## src/rtl/ysyx_24100006_ifu.sv

```systemverilog
// Instruction fetch unit: issues one fetch at a time, hands the word to decode,
// then waits for retirement to learn the next PC.
module ysyx_24100006_ifu #(
   parameter logic [31:0] RESET_PC = 32'h8000_0000,
   parameter logic [7:0]  TIMEOUT  = 8'd255
) (
   input  logic        clk,
   input  logic        reset,
   output logic        mem_req_valid,
   input  logic        mem_req_ready,
   output logic [31:0] mem_req_addr,
   input  logic        mem_resp_valid,
   output logic        mem_resp_ready,
   input  logic [31:0] mem_resp_data,
   input  logic        mem_resp_err,
   output logic        inst_valid,
   input  logic        inst_ready,
   output logic [31:0] inst,
   output logic [31:0] inst_pc,
   input  logic        wb_valid,
   input  logic [31:0] wb_npc,
   output logic        fetch_err,
   output logic        fetch_timeout,
   output logic [31:0] retire_cnt
);

   localparam int unsigned XLEN  = 32;
   localparam int unsigned CNT_W = 8;
   localparam logic [XLEN-1:0] EBREAK = 32'h0010_0073;

   typedef enum logic [2:0] {
      S_IDLE,
      S_REQ,
      S_WAIT,
      S_VALID,
      S_WAITWB
   } state_t;

   state_t            state;
   state_t            state_nxt;
   logic              resp_take;
   logic              wb_take;
   logic [XLEN-1:0]   pc;
   logic [CNT_W-1:0]  wait_cnt;
   logic [CNT_W-1:0]  wait_cnt_inc;

   assign mem_req_addr = pc;

   // Next-state decode and single-cycle acceptance strobes
   always_comb begin
      state_nxt    = state;
      resp_take    = 1'b0;
      wb_take      = 1'b0;
      wait_cnt_inc = (wait_cnt == TIMEOUT) ? wait_cnt : wait_cnt + CNT_W'(1);
      case (state)
         S_IDLE:   state_nxt = S_REQ;
         S_REQ:    if (mem_req_ready) state_nxt = S_WAIT;
         S_WAIT: begin
            if (mem_resp_valid) begin
               state_nxt = S_VALID;
               resp_take = 1'b1;
            end
         end
         S_VALID:  if (inst_ready) state_nxt = S_WAITWB;
         S_WAITWB: begin
            if (wb_valid) begin
               state_nxt = S_REQ;
               wb_take   = 1'b1;
            end
         end
         default:  state_nxt = S_IDLE;
      endcase
   end

   // State register; handshake outputs registered from the next state
   always_ff @(posedge clk or negedge reset) begin
      if (!reset) begin
         state          <= S_IDLE;
         mem_req_valid  <= 1'b0;
         mem_resp_ready <= 1'b0;
         inst_valid     <= 1'b0;
      end else begin
         state          <= state_nxt;
         mem_req_valid  <= (state_nxt == S_REQ);
         mem_resp_ready <= (state_nxt == S_WAIT);
         inst_valid     <= (state_nxt == S_VALID);
      end
   end

   // Fetch datapath: instruction latch, PC update, retire count, sticky flags
   always_ff @(posedge clk or negedge reset) begin
      if (!reset) begin
         pc            <= RESET_PC;
         inst          <= '0;
         inst_pc       <= '0;
         retire_cnt    <= '0;
         fetch_err     <= 1'b0;
         fetch_timeout <= 1'b0;
         wait_cnt      <= '0;
      end else begin
         if (resp_take) begin
            inst    <= mem_resp_err ? EBREAK : mem_resp_data;
            inst_pc <= pc;
            if (mem_resp_err) fetch_err <= 1'b1;
         end
         if (wb_take) begin
            pc         <= {wb_npc[XLEN-1:2], 2'b00};
            retire_cnt <= retire_cnt + XLEN'(1);
            if (wb_npc[1:0] != 2'b00) fetch_err <= 1'b1;
         end
         if (state == S_REQ && state_nxt == S_WAIT) begin
            wait_cnt <= '0;
         end else if (state == S_WAIT) begin
            wait_cnt <= wait_cnt_inc;
            if (wait_cnt_inc == TIMEOUT) fetch_timeout <= 1'b1;
         end
      end
   end

endmodule

```

## config.mk

```make
export PLATFORM = sky130hd
export DESIGN_NAME = ysyx_24100006_ifu
export DESIGN_NICKNAME = d
export VERILOG_FILES = /design/src/rtl/ysyx_24100006_ifu.sv
export SDC_FILE = /design/constraint.sdc
export NUM_CORES = 1
export LEC_CHECK = 0
export BUFFER_PORTS_ARGS = -buffer_cell sky130_fd_sc_hd__buf_2
export CAP_MARGIN = 10
export CORE_UTILIZATION = 54
export DETAILED_ROUTE_END_ITERATION = 12
export PLACE_DENSITY_LB_ADDON = 0.05
export SETUP_SLACK_MARGIN = 0.1
export SLEW_MARGIN = 20
export SYNTH_ARGS = -nofsm -noshare
export SYNTH_HDL_FRONTEND = slang
export SYNTH_SLANG_ARGS = --single-unit
```

## constraint.sdc

```tcl
create_clock -name clk -period 5.17 [get_ports clk]
set_clock_uncertainty 0.15 [all_clocks]
set_input_delay 1.034 -clock clk [delete_from_list [all_inputs] [get_ports clk]]
set_output_delay 1.034 -clock clk [all_outputs]
set_load 0.005 [all_outputs]
```

# == Word level (Yosys, flattened, before mapping) ==
# Cells that the tools add are included.
# word_totals
mem_bits_ro,0
latch_bits,0
in_bits,71
out_inout_bits,133
memories,0
mem_bits_rw,0
regBits,140
wordCells,45
# op_classes
n_div,0
n_lt_le_gt_ge,0
bitwise,1
n_reduce_logical,5
n_addsub,2
n_eq_ne,9
shifts,0
multipliers,0
mux,17
# op_table
cell,count
$add A32 B1 Y32 const B,1
$mux W32,1
$mux W8,3
$eq A8 B8 Y1 const B,2
$pmux W3 S5,1
$eq A3 B2 Y1 const B,4
$mux W3,4
$add A8 B1 Y8 const B,1
$mux W1,8
$eq A3 B1 Y1 const B,2
$reduce_bool A2 Y1,2
$eq A3 B3 Y1 const B,1
$logic_not A3 Y1,1
$reduce_and A3 Y1,1
$logic_and A1 B1 Y1,1
$not A1 Y1,1

# == Depth between registers and ports, before layout ==
# logic_depth
word_depth,6
depth_mapped,7
mapped_depth_nobuf,5

# == Worst setup path after synthesis ==
# OpenSTA, ideal clock, no wires.
# synth_path
path_type,input-to-reg
from,input wb_valid
to,register retire_cnt[25]
path_buffers,2
path_slack_ns,2.914
stages,6
arrival_ns,2.026
required_ns,4.940
setup_ns,0.080
path_cell_list,and4bb_1 -> buf_4 -> nand4_4 -> buf_6 -> nor3_1 -> xnor2_1
# synth_between
elab_chain_cells,2
# synth_lines
item,line,source
start: declaration,20,"input logic wb_valid,"
$mux W1,66,if (wb_valid) begin
$mux W1,55,case (state)
end signal: assignment,108,retire_cnt <= retire_cnt + XLEN'(1);
end: declaration,24,output logic [31:0] retire_cnt
# No other way between the ends.
# A chain may end at the register's enable or synchronous reset.

# == Worst setup path after layout ==
# layout_path
from,input wb_valid
to,register retire_cnt[26]
# The elaborated chain is that of the path after synthesis.

==> reports/metrics.yaml <==
grt_pass1_vias: 4371
tns_ps: 0
drt-total-wl_um: 13100
dieArea_sq_um: 11500
cts-buffers-inserted: 17
end_kind: "flip-flop"
grt.overflow.total: 0
synth-seq-cells: 140
period_share_pct: 53.1
vias_per_cell: 5.30
clk_pin_slew_ps: 60
post-route-min-period_ps: 2750
syn_area_sq_um: 6010
drtPass1Iterations: 5
design_area_sq_um: 7660
max-cap-violations: 0
syn_avg_cell_area_sq_um: 11.9
htreeDepth: 4
yosysWarnings: 0
dpl_cell_area_sq_um: 7050
irDropWorstVdd_mv: 0.300
grt_max_degree: 107
start_kind: "input port"
rsz0062_at_grt: "false"
cts_num_sinks: 140
area.growth.synth_to_final_pct: 27.5
cts_buffer_depth: 2
clock_latency_ps: 520
antenna_cells: 0
ys.flop_type: "dfrtp_1"
fillerInstances: 790
cp_data_required_time_ps: 5460
nNetsFinal: 771
grt_pass1_wl_um: 21100
fmaxAchievable_mhz: 364
vias: 4511
die_h_um: 107
place_congestion: 0.815
synth_cell_types: 52
hold_class: "flip-flop to flip-flop"
post-route-drc-count: 0
critPathMaxFanout: 38
drive_gt1_share_pct: 43.0
status: "complete, no violations"
cts-root-buf: "clkbuf_8"
cts_hold_buf: 0
antenna_found_initial: 0
grtUsageTotal_pct: 23.8
power.leakage_uw: 0.00404
final-hold-violation-count: 0
post_drt_wl_per_cell_um: 15.4
ant_nets: 0
worst-endpoint-arrival_ps: 3040
max_slew.worst_pin.slew_ps: 941
io_buffers: 199
fp.coreArea_sq_um: 10800
detail_route.iter0.violations: 209
setup_violations: 0
p_per_area_nw_per_um2: 501
cts_setup_buffers: 0
start_util_pct: 55.4
die_x_um: 107
power_uw: 3840
syn_inst: 504
async_flop_share_pct: 100
timing.slew.headroom_pct: 37.3
hpwlAfterDp_um: 8860
seq_area_frac_synth_pct: 58.3
drv_slew: 0
rows: 38
cts_tree: "built"
path_class: "input port to flip-flop"
cts_resized: 0
io_pins: 204
synth-edff-count: 0
==> cell families (layout without fill, tap and decap cells) <==
family	after synthesis	after routing	synth area share, %
simple gates	160	160	15.0
xor+xnor	32	32	4.67
fa+ha+maj	2	2	0.417
other cells	1	4	0.0624
mux	61	61	11.4
buf+inv	42	246	3.60
compound gates	66	66	6.48
flops	140	140	58.3
==> cells in the final DEF (no fill, tap or decap), types with 2 or more instances in the layout <==
cell type,instances
clkbuf_16,16
clkbuf_8,7
dfrtp_1,139
nand2_1,50
and2_1,3
a21oi_1,11
conb_1,4
o21ai_0,38
clkbuf_1,3
nor3_1,10
or4_1,3
buf_4,3
buf_2,198
nand3b_1,2
and4_1,6
nand2b_1,28
inv_1,12
clkinv_2,3
nor4_2,3
bufinv_16,3
a31oi_1,2
ha_1,2
xnor2_1,10
and3_1,2
mux2_2,61
nor2_1,17
nand3_1,14
a41o_1,2
nor4_1,10
nor3_2,2
xor2_1,22
nand4_1,2
==> synthesized netlist by cell type, types with 10 or more instances <==
master    instances  area (sq um)
o21ai_0          38           190
nand2b_1         28           175
nor2_1           17          63.8
mux2_2           61           687
dfrtp_1         139          3480
inv_1            12          45.0
nor3_1           10          50.1
nand3_1          14          70.1
a21oi_1          11          55.1
xnor2_1          10          87.6
nor4_1           10          62.6
nand2_1          50           188
clkbuf_1         12          45.0
xor2_1           22           193
==> registers in the layout (all words and copies together), names as in the netlist <==
name and cells:
fetch_err 1, fetch_timeout 1, inst 32, inst_pc 30
inst_valid 1, mem_req_addr 30, mem_req_valid 1, mem_resp_ready 1
retire_cnt 32, state 3, wait_cnt 8
==> layer usage <==
layer  GRT usage [%]  share of wire (%)
met5               0                  0
met4            10.5                2.1
met3            7.63                7.2
met2            37.5                 49
met1            30.3                 42
==> final cells by class <==
type                            instances  area (sq um)  area share, %
Clock inverter                          6           105           1.37
Sequential cell                       140          3500           45.8
Timing Repair Buffer                  202          1020           13.4
Multi-Input combinational cell        325          2300           30.0
Clock buffer                           26           508           6.63
Inverter                               12          45.0          0.588
Tap cell                              140           175           2.29
==> power breakdown <==
part           switching [uW]  internal [uW]
Clock                     428            811
Sequential                219           1430
Combinational             443            508
Total                    1090           2750
==> stage by stage <==
stage / instances / hold WS, ps / util, % / setup WS, ps
final: 851 / 322 / 70.7 / 2420
after floorplan: 507 / 310 / - / 2910
after global placement: 819 / 300 / 65.0 / 1890
after CTS: 851 / 325 / 70.7 / 2400
after detailed placement: 819 / 307 / 65.0 / 1890
after global routing: 851 / 332 / 70.7 / 2180
==> worst paths after layout <==
kind / cells after the start / slack, ps / end / start
setup / recovery: 6 / 2420 / retire_cnt[26]$_DFFE_PN0P_ / wb_valid
hold / removal: 2 / 320 / inst[3]$_DFFE_PN0P_ / inst[3]$_DFFE_PN0P_
setup reg to reg: 5 / 2430 / retire_cnt[26]$_DFFE_PN0P_ / state[0]$_DFF_PN0_
hold reg to reg: 2 / 320 / inst[3]$_DFFE_PN0P_ / inst[3]$_DFFE_PN0P_
max in group asynchronous: 2 / 3320 / inst_pc[17]$_DFFE_PN0P_ / reset
min in group asynchronous: 1 / 460 / inst[16]$_DFFE_PN0P_ / reset
==> worst max-delay path, cell delays in order <==
cell and delay, ps:
buf_2 100, and4bb_2 220, buf_4 420, nand4_1 580, nor4_1 500, xor2_1 170
Note: power is estimated with default switching activity, not from simulation.
